## src/rtl/ingress_arb_pkg.sv

```systemverilog
// Shared types and constants for the ingress frame arbiter.
//   arb_state_e  : arbiter FSM states (IDLE, PASS, DROP)
//   TRUNC_CNT_W  : width of the saturating truncated-frame counter
package ingress_arb_pkg;

    typedef enum logic [1:0] {
        IDLE = 2'd0,
        PASS = 2'd1,
        DROP = 2'd2
    } arb_state_e;

    localparam int TRUNC_CNT_W = 16;

endpackage

```

## src/rtl/rr_priority_picker.sv

```systemverilog
// Round-robin priority picker: purely combinational rotate-and-encode.
// Starting at index ptr and scanning ptr, ptr+1, ... (mod NUM_PORTS),
// selects the first asserted request.
//   req     : request vector, one bit per port
//   ptr     : highest-priority index this round (must be < NUM_PORTS)
//   any_req : at least one request is asserted
//   sel     : index of the selected requester (0 when any_req is low)
module rr_priority_picker #(
    parameter int NUM_PORTS = 4,
    parameter int PORT_W    = (NUM_PORTS > 1) ? $clog2(NUM_PORTS) : 1
) (
    input  logic [NUM_PORTS-1:0] req,
    input  logic [PORT_W-1:0]    ptr,
    output logic                 any_req,
    output logic [PORT_W-1:0]    sel
);

    int idx;

    // Scan from the farthest offset back to offset 0 so the nearest
    // requester after ptr is written last and wins.
    always_comb begin
        any_req = |req;
        sel     = '0;
        idx     = 0;
        for (int k = NUM_PORTS - 1; k >= 0; k--) begin
            idx = int'(ptr) + k;
            if (idx >= NUM_PORTS) begin
                idx = idx - NUM_PORTS;
            end
            if (req[idx[PORT_W-1:0]]) begin
                sel = idx[PORT_W-1:0];
            end
        end
    end

endmodule

```

## src/rtl/ingress_frame_arbiter.sv

```systemverilog
// Frame-granular round-robin arbiter in front of the parser ingress.
// One input port is granted per frame; the grant is held until the frame's
// tlast beat is accepted. Frames longer than MAX_BEATS are cut: the beat
// numbered MAX_BEATS is forwarded with forced tlast and tuser=1, and the
// rest of the frame is swallowed.
//   s_tdata/s_tvalid/s_tlast/s_tready : NUM_PORTS slave streams
//   m_tdata/m_tvalid/m_tlast/m_tuser/m_tid/m_tready : master stream
//   busy        : a frame is being passed or dropped
//   trunc_count : saturating count of truncated frames
//
// Handshake: a beat transfers on a rising edge where tvalid and tready are
// both high; the master stream is a zero-latency combinational path from the
// granted port, so m_tready feeds s_tready[grant] directly.
module ingress_frame_arbiter
    import ingress_arb_pkg::*;
#(
    parameter int NUM_PORTS = 4,
    parameter int DATA_W    = 64,
    parameter int MAX_BEATS = 256,
    parameter int PORT_W    = (NUM_PORTS > 1) ? $clog2(NUM_PORTS) : 1
) (
    input  logic                        clk,
    input  logic                        rst,
    input  logic [NUM_PORTS*DATA_W-1:0] s_tdata,
    input  logic [NUM_PORTS-1:0]        s_tvalid,
    input  logic [NUM_PORTS-1:0]        s_tlast,
    output logic [NUM_PORTS-1:0]        s_tready,
    output logic [DATA_W-1:0]           m_tdata,
    output logic                        m_tvalid,
    output logic                        m_tlast,
    output logic                        m_tuser,
    output logic [PORT_W-1:0]           m_tid,
    input  logic                        m_tready,
    output logic                        busy,
    output logic [TRUNC_CNT_W-1:0]      trunc_count
);

    localparam int CNT_W = $clog2(MAX_BEATS + 1);

    arb_state_e             state_q;
    logic [PORT_W-1:0]      grant_q;
    logic [PORT_W-1:0]      rr_ptr_q;
    logic [PORT_W-1:0]      rr_ptr_d;
    logic [CNT_W-1:0]       beat_cnt_q;
    logic [TRUNC_CNT_W-1:0] trunc_q;
    logic [TRUNC_CNT_W-1:0] trunc_d;

    logic                   any_req;
    logic [PORT_W-1:0]      pick_sel;
    logic                   g_valid;
    logic                   g_last;
    logic                   at_limit;
    logic                   accept;

    rr_priority_picker #(
        .NUM_PORTS (NUM_PORTS),
        .PORT_W    (PORT_W)
    ) u_picker (
        .req     (s_tvalid),
        .ptr     (rr_ptr_q),
        .any_req (any_req),
        .sel     (pick_sel)
    );

    assign g_valid  = s_tvalid[grant_q];
    assign g_last   = s_tlast[grant_q];
    // beat_cnt counts beats already accepted, so the beat now on the bus is
    // number MAX_BEATS when MAX_BEATS-1 have gone before it.
    assign at_limit = (beat_cnt_q == CNT_W'(MAX_BEATS - 1));
    assign accept   = (state_q == PASS) && g_valid && m_tready;

    // Next round starts just after the port that finished its frame.
    always_comb begin
        rr_ptr_d = '0;
        if (NUM_PORTS > 1 && grant_q != PORT_W'(NUM_PORTS - 1)) begin
            rr_ptr_d = grant_q + 1'b1;
        end
    end

    assign trunc_d = (&trunc_q) ? trunc_q : trunc_q + 1'b1;

    always_comb begin
        s_tready = '0;
        if (state_q == PASS) begin
            s_tready[grant_q] = m_tready;
        end else if (state_q == DROP) begin
            s_tready[grant_q] = 1'b1;
        end
    end

    assign m_tvalid    = (state_q == PASS) && g_valid;
    assign m_tlast     = m_tvalid && (g_last || at_limit);
    assign m_tuser     = m_tvalid && !g_last && at_limit;
    assign m_tdata     = s_tdata[grant_q*DATA_W +: DATA_W];
    assign m_tid       = grant_q;
    assign busy        = (state_q != IDLE);
    assign trunc_count = trunc_q;

    always_ff @(posedge clk or posedge rst) begin
        if (rst) begin
            state_q    <= IDLE;
            grant_q    <= '0;
            rr_ptr_q   <= '0;
            beat_cnt_q <= '0;
            trunc_q    <= '0;
        end else begin
            case (state_q)
                IDLE: begin
                    if (any_req) begin
                        grant_q    <= pick_sel;
                        beat_cnt_q <= '0;
                        state_q    <= PASS;
                    end
                end
                PASS: begin
                    if (accept) begin
                        beat_cnt_q <= beat_cnt_q + 1'b1;
                        if (g_last) begin
                            state_q  <= IDLE;
                            rr_ptr_q <= rr_ptr_d;
                        end else if (at_limit) begin
                            trunc_q <= trunc_d;
                            state_q <= DROP;
                        end
                    end
                end
                DROP: begin
                    if (g_valid && g_last) begin
                        state_q  <= IDLE;
                        rr_ptr_q <= rr_ptr_d;
                    end
                end
                default: state_q <= IDLE;
            endcase
        end
    end

endmodule
```

## config.mk

```make
export PLATFORM = sky130hd
export DESIGN_NAME = ingress_frame_arbiter
export DESIGN_NICKNAME = d
export VERILOG_FILES = /design/src/rtl/ingress_arb_pkg.sv /design/src/rtl/rr_priority_picker.sv /design/src/rtl/ingress_frame_arbiter.sv
export SDC_FILE = /design/constraint.sdc
export NUM_CORES = 1
export LEC_CHECK = 0
export CAP_MARGIN = 10
export CORE_AREA = 2 2 139 141
export DETAILED_ROUTE_END_ITERATION = 8
export DIE_AREA = 0 0 141 143
export RECOVER_POWER = 50
export SLEW_MARGIN = 20
export SYNTH_ARGS = -nofsm -noshare
export SYNTH_HDL_FRONTEND = slang
export SYNTH_SLANG_ARGS = --single-unit
```

## constraint.sdc

```tcl
create_clock -name clk -period 2.85 [get_ports clk]
set_input_delay 0.57 -clock clk [delete_from_list [all_inputs] [get_ports clk]]
set_output_delay 0.57 -clock clk [all_outputs]
set_load 0.02 [all_outputs]
```

Word level (Yosys, flattened, before mapping). Index checks and enable logic that the tools add are counted.

$add $sub $neg: 10. Magnitude comparators: 10. Equal/unequal tests: 9. Shifts and indexed selects: 1. Multiplexer cells: 38. Bitwise logic cells: 3. Reduce and logical (&&, ||, !) cells: 20.

Operator list (number): 256-bit by 9-bit variable part select with 64-bit output (1); 2-bit two-way mux (17); 9-bit two-way mux (2); 9-bit case mux with 2 select lines (1); 16-bit by 1-bit adder with 16-bit output, second input constant (1); 16-bit AND reduction (1); 2-bit by 3-bit less-than comparator with 1-bit output, second input constant (5); 1-bit binary-select mux with 2-bit select (6); 9-bit by 1-bit adder with 9-bit output, second input constant (1); 9-bit by 8-bit == test with 1-bit output, second input constant (1); 3-bit greater-or-equal comparator, second input constant (3); 4-bit two-way mux (2); 2-bit inequality test, second input constant (4); 4-bit AND reduction (2); 2-bit by 1-bit subtractor with 2-bit output, second input constant (4); 1-bit logical AND (7); 1-bit two-way mux (7); 2-bit by 2-bit adder with 3-bit output, second input constant (2); 2-bit case mux with 3 select lines (1); 2-bit nonzero test (3); 5-bit AND reduction (1); 4-bit AND (1); 2-bit case mux with 2 select lines (1); 4-bit OR reduction (1); other kinds (15) (16).

Flip-flop bits (word level): 31. Bits of input ports: 267. Output and inout bits: 90. Logic and storage cells: 96.

Longest topological paths before layout.
Word-level depth: 9. Mapped depth: 8. Mapped depth without buffers: 8.

Cells and area by module. A second synthesis with hierarchy kept.

Cell total of the unflattened synthesis: 253. Area total of the unflattened synthesis: 3315.7 µm².

By module, submodules not included: ingress_frame_arbiter (times used 1, cells an instance 240, area an instance 3238.1 µm², sequential area each 775.7 µm²); rr_priority_picker (times used 1, cells an instance 13, area an instance 77.6 µm², sequential area each 0.0 µm²).

Worst setup path before layout. Ideal clock, no wire load.

Path type: register to output. Start: register grant_q[0] (netlist: m_tid[0]). End: output m_tdata[0]. Data arrival time: 1845 ps. Data required time: 2280 ps. Path slack: 435 ps. Cell stages (with the launch flop): 5. Buffers on the path: 3. Path through: dfrtp_1 -> buf_6 -> buf_2 -> buf_2 -> mux4_2.

Word-level cells in the longest chain between the ends: 1.

Ends and longest elaborated chain: from (decl) (RTL line ingress_frame_arbiter.sv:41) `logic [PORT_W-1:0] grant_q;`; from (signal assigned) (RTL line ingress_frame_arbiter.sv:110) `grant_q <= pick_sel;`; 256-bit by 9-bit variable part select with 64-bit output (RTL line ingress_frame_arbiter.sv:94) `assign m_tdata = s_tdata[grant_q*DATA_W +: DATA_W];`; to (decl) (RTL line ingress_frame_arbiter.sv:28) `output logic [DATA_W-1:0] m_tdata,`.

Every way passes these cells.

Worst setup path after layout.
Start: register grant_q[0] (netlist: m_tid[0]). End: output m_tdata[48].

The elaborated chain is that of the path after synthesis.

==> results.sh <==
export IMPL_setup_ws_ns=0.0743
export IMPL_ir_drop_v=0.000322
export IMPL_yosysMostFrequentCell="mux4_2"
export IMPL_cp_startpoint="m_tid[0]"
export IMPL_syn_nets=547
export IMPL_cellLeakagePower_nw=2.81
export IMPL_maxCapViolations=0
export IMPL_drive_gt1_share_pct=15.1
export IMPL_layout_nets=902
export IMPL_h_tree_depth=2
export IMPL_die_height_um=143
export IMPL_hold_violations=0
export IMPL_antenna_found_initial=6
export IMPL_drt_iter0_drc=122
export IMPL_drv_slew=0
export IMPL_route_detailed_drc=0
export IMPL_tns_ns=0
export IMPL_cp_end_kind="output port"
export IMPL_gr_usage_all_layers_pct=18.8
export IMPL_numCtsBuffers=5
export IMPL_synth_seq_cells=31
export IMPL_slew_headroom_pct=48.8
export IMPL_netlist_top_cells_count="mux4_2 (66), dfrtp_1 (31), nand2_1 (15)"
export IMPL_area_growth_pct=119
export IMPL_wirelength_um=20300
export IMPL_synth_main_ff_cell="dfrtp_1"
export IMPL_netlist_area_leader_share_pct=43.5
export IMPL_synthAdderAreaFrac_pct=2.57
export IMPL_cts_sinks=31
export IMPL_power_density_nw_per_um2=689
export IMPL_clk_pin_slew_ns=0.06
export IMPL_synth_top_family_by_area="multiplexers"
export IMPL_yosysUniqueCellTypes=43
export IMPL_ys_warn_count=0
export IMPL_async_flop_share_pct=100
export IMPL_crit_arrival_ns=2.21
export IMPL_cts_tree="built"
export IMPL_period_minus_slack_ns=2.78
export IMPL_synth_simple_area_share_pct=15.2
export IMPL_vias=4145
export IMPL_initial_core_util_pct=18.4
export IMPL_worstSetupPathType="flip-flop to output port"
export IMPL_rr_endpoint="trunc_count[10]"
export IMPL_whs_ns=0.495
export IMPL_ios=357
export IMPL_totalPowerFinal_mw=5.15
export IMPL_grt_pass1_wl_um=28300
export IMPL_setup_viol=0
export IMPL_critPathLaunchType="flip-flop"
export IMPL_status="completed"
export IMPL_port_buffers=356
export IMPL_fmax_ghz=0.360
export IMPL_reg2reg_depth=6
export IMPL_clk_latency_ns=0.28
export IMPL_root_buffer="clkbuf_16"
export IMPL_cts_setup_buffers=0
export IMPL_rows=50
export IMPL_dp_hpwl_um=17800
export IMPL_syn_area_per_cell_um2=12.5
export IMPL_rsz0062_at_grt="no"
export IMPL_synth_compound_area_share_pct=5.13
export IMPL_worstPathMaxFanout=41
export IMPL_synthMuxAreaShare_pct=46.0
export IMPL_via_per_inst=4.77
export IMPL_drt_pass1_iterations=4
export IMPL_clock_skew_final_ns=0.00581
export IMPL_die_w_um=141
export IMPL_drt_antenna_violating_nets=0
export IMPL_synth_edff_count=0
export IMPL_grt_max_degree=43
export IMPL_grt_pass1_vias=4338
export IMPL_r2r_slack_ns=0.44
export IMPL_synthTopCellsByArea="mux4_2 (44%), dfrtp_1 (23%), xnor2_1 (3.1%)"
export IMPL_die_area_um2=20200
export IMPL_netlist_area_um2=3410
export IMPL_min_path_type="flip-flop to flip-flop"
export IMPL_synth_xor_area_share_pct=3.85
export IMPL_ctsHoldBuffers=0
export IMPL_rr_startpoint="m_tid[0]"
export IMPL_cp_required_ns=2.28
export IMPL_netlist_instances=273
export IMPL_grt_overflow=0
export IMPL_yosys_area_top_type="mux4_2"
export IMPL_gp_congestion=0.896
export IMPL_seq_area_frac_synth_pct=22.7
export IMPL_crit_end="m_tdata[48]"
export IMPL_wire_per_inst_um=23.4
export IMPL_place_ws_ns=-0.184
export IMPL_cts_buffer_depth=2
export IMPL_tightest_slew_ns=0.768
export IMPL_finalCritPeriodShare_pct=97.4
export IMPL_core_um2=18600
[report_power, final]
group / total (mW) / internal (mW) / switching (mW) / leakage (nW)
clock: 0.611 / 0.412 / 0.200 / 0.0838
combinational: 3.95 / 2.07 / 1.88 / 2.31
sequential: 0.589 / 0.503 / 0.0858 / 0.417
[worst min-delay path by stage]
stage	startpoint	endpoint	cells after the start
2_1_floorplan	beat_cnt_q[4]	beat_cnt_q[4]	1
3_3_place_gp	beat_cnt_q[4]	beat_cnt_q[4]	1
3_5_place_dp	trunc_count[15]	trunc_count[15]	1
4_1_cts	trunc_count[15]	trunc_count[15]	1
5_1_grt	trunc_count[15]	trunc_count[15]	1
6_report	trunc_count[15]	trunc_count[15]	1
[stage by stage]
stage	std cells	utilization (%)	cell area, µm²
floorplan	273	-	3410
global placement	855	39.3	7310
detailed placement	855	39.3	7310
CTS	863	40.2	7470
global route	867	40.2	7480
finish	869	40.3	7480
[cells by family after synthesis]
group                      after synthesis
muxes                                   74
AOI/OAI and AO/OA                       26
DFF                                     31
buffers and inverters                   35
and+or+nand+nor                         85
adders and majority gates                7
xor gates and xnor gates                15
[repair_timing]
item,CTS,global route
endpoints found under the setup margin,2,35
resized for setup,2,11
cloned,0,0
[metal layers]
layer / track usage (%) / vias up / wire (µm)
li1: - / 1837 / -
met1: 23.1 / 2066 / 8010
met2: 32.3 / 226 / 10400
met3: 5.90 / 16 / 1680
met4: 4.53 / 0 / 218
met5: 0 / - / 0
[area by class of cell]
class / instances / area, µm²
Multi-Input combinational cell: 207 / 2470
Timing Repair Buffer: 371 / 3710
Clock buffer: 5 / 125
Antenna cell: 6 / 15.0
Sequential cell: 31 / 783
Tap cell: 234 / 293
Inverter: 12 / 45.0
Fill cell: 1784 / 11100
Clock inverter: 3 / 43.8
[layout by cell type (no fill, tap or decap), types with 6 or more instances in the layout]
| master | synthesis | layout |
|---|---|---|
| buf_4 | 1 | 7 |
| clkdlybuf4s50_1 | 0 | 328 |
| dfrtp_1 | 31 | 29 |
| diode_2 | 0 | 6 |
| dlygate4sd3_1 | 0 | 20 |
| dlymetal6s2s_1 | 0 | 6 |
| ha_1 | 7 | 7 |
| inv_1 | 12 | 12 |
| mux4_2 | 66 | 66 |
| nand2_1 | 15 | 15 |
| nand3_1 | 7 | 7 |
| nand4_1 | 12 | 12 |
| nor2_1 | 9 | 8 |
| nor4_1 | 5 | 6 |
| xnor2_1 | 12 | 12 |
[flip-flops by register name, summed over array words and instances (netlist names)]
register	cells
trunc_count	16
rr_ptr_q	2
state_q	2
m_tid	2
beat_cnt_q	9
[worst max-delay path: stages (launching register included)]
cell             delay, ns
dfrtp_4               0.47
buf_16                0.25
mux4_2                0.56
clkdlybuf4s50_1       0.58
Note: power is estimated with default switching activity, not from simulation.
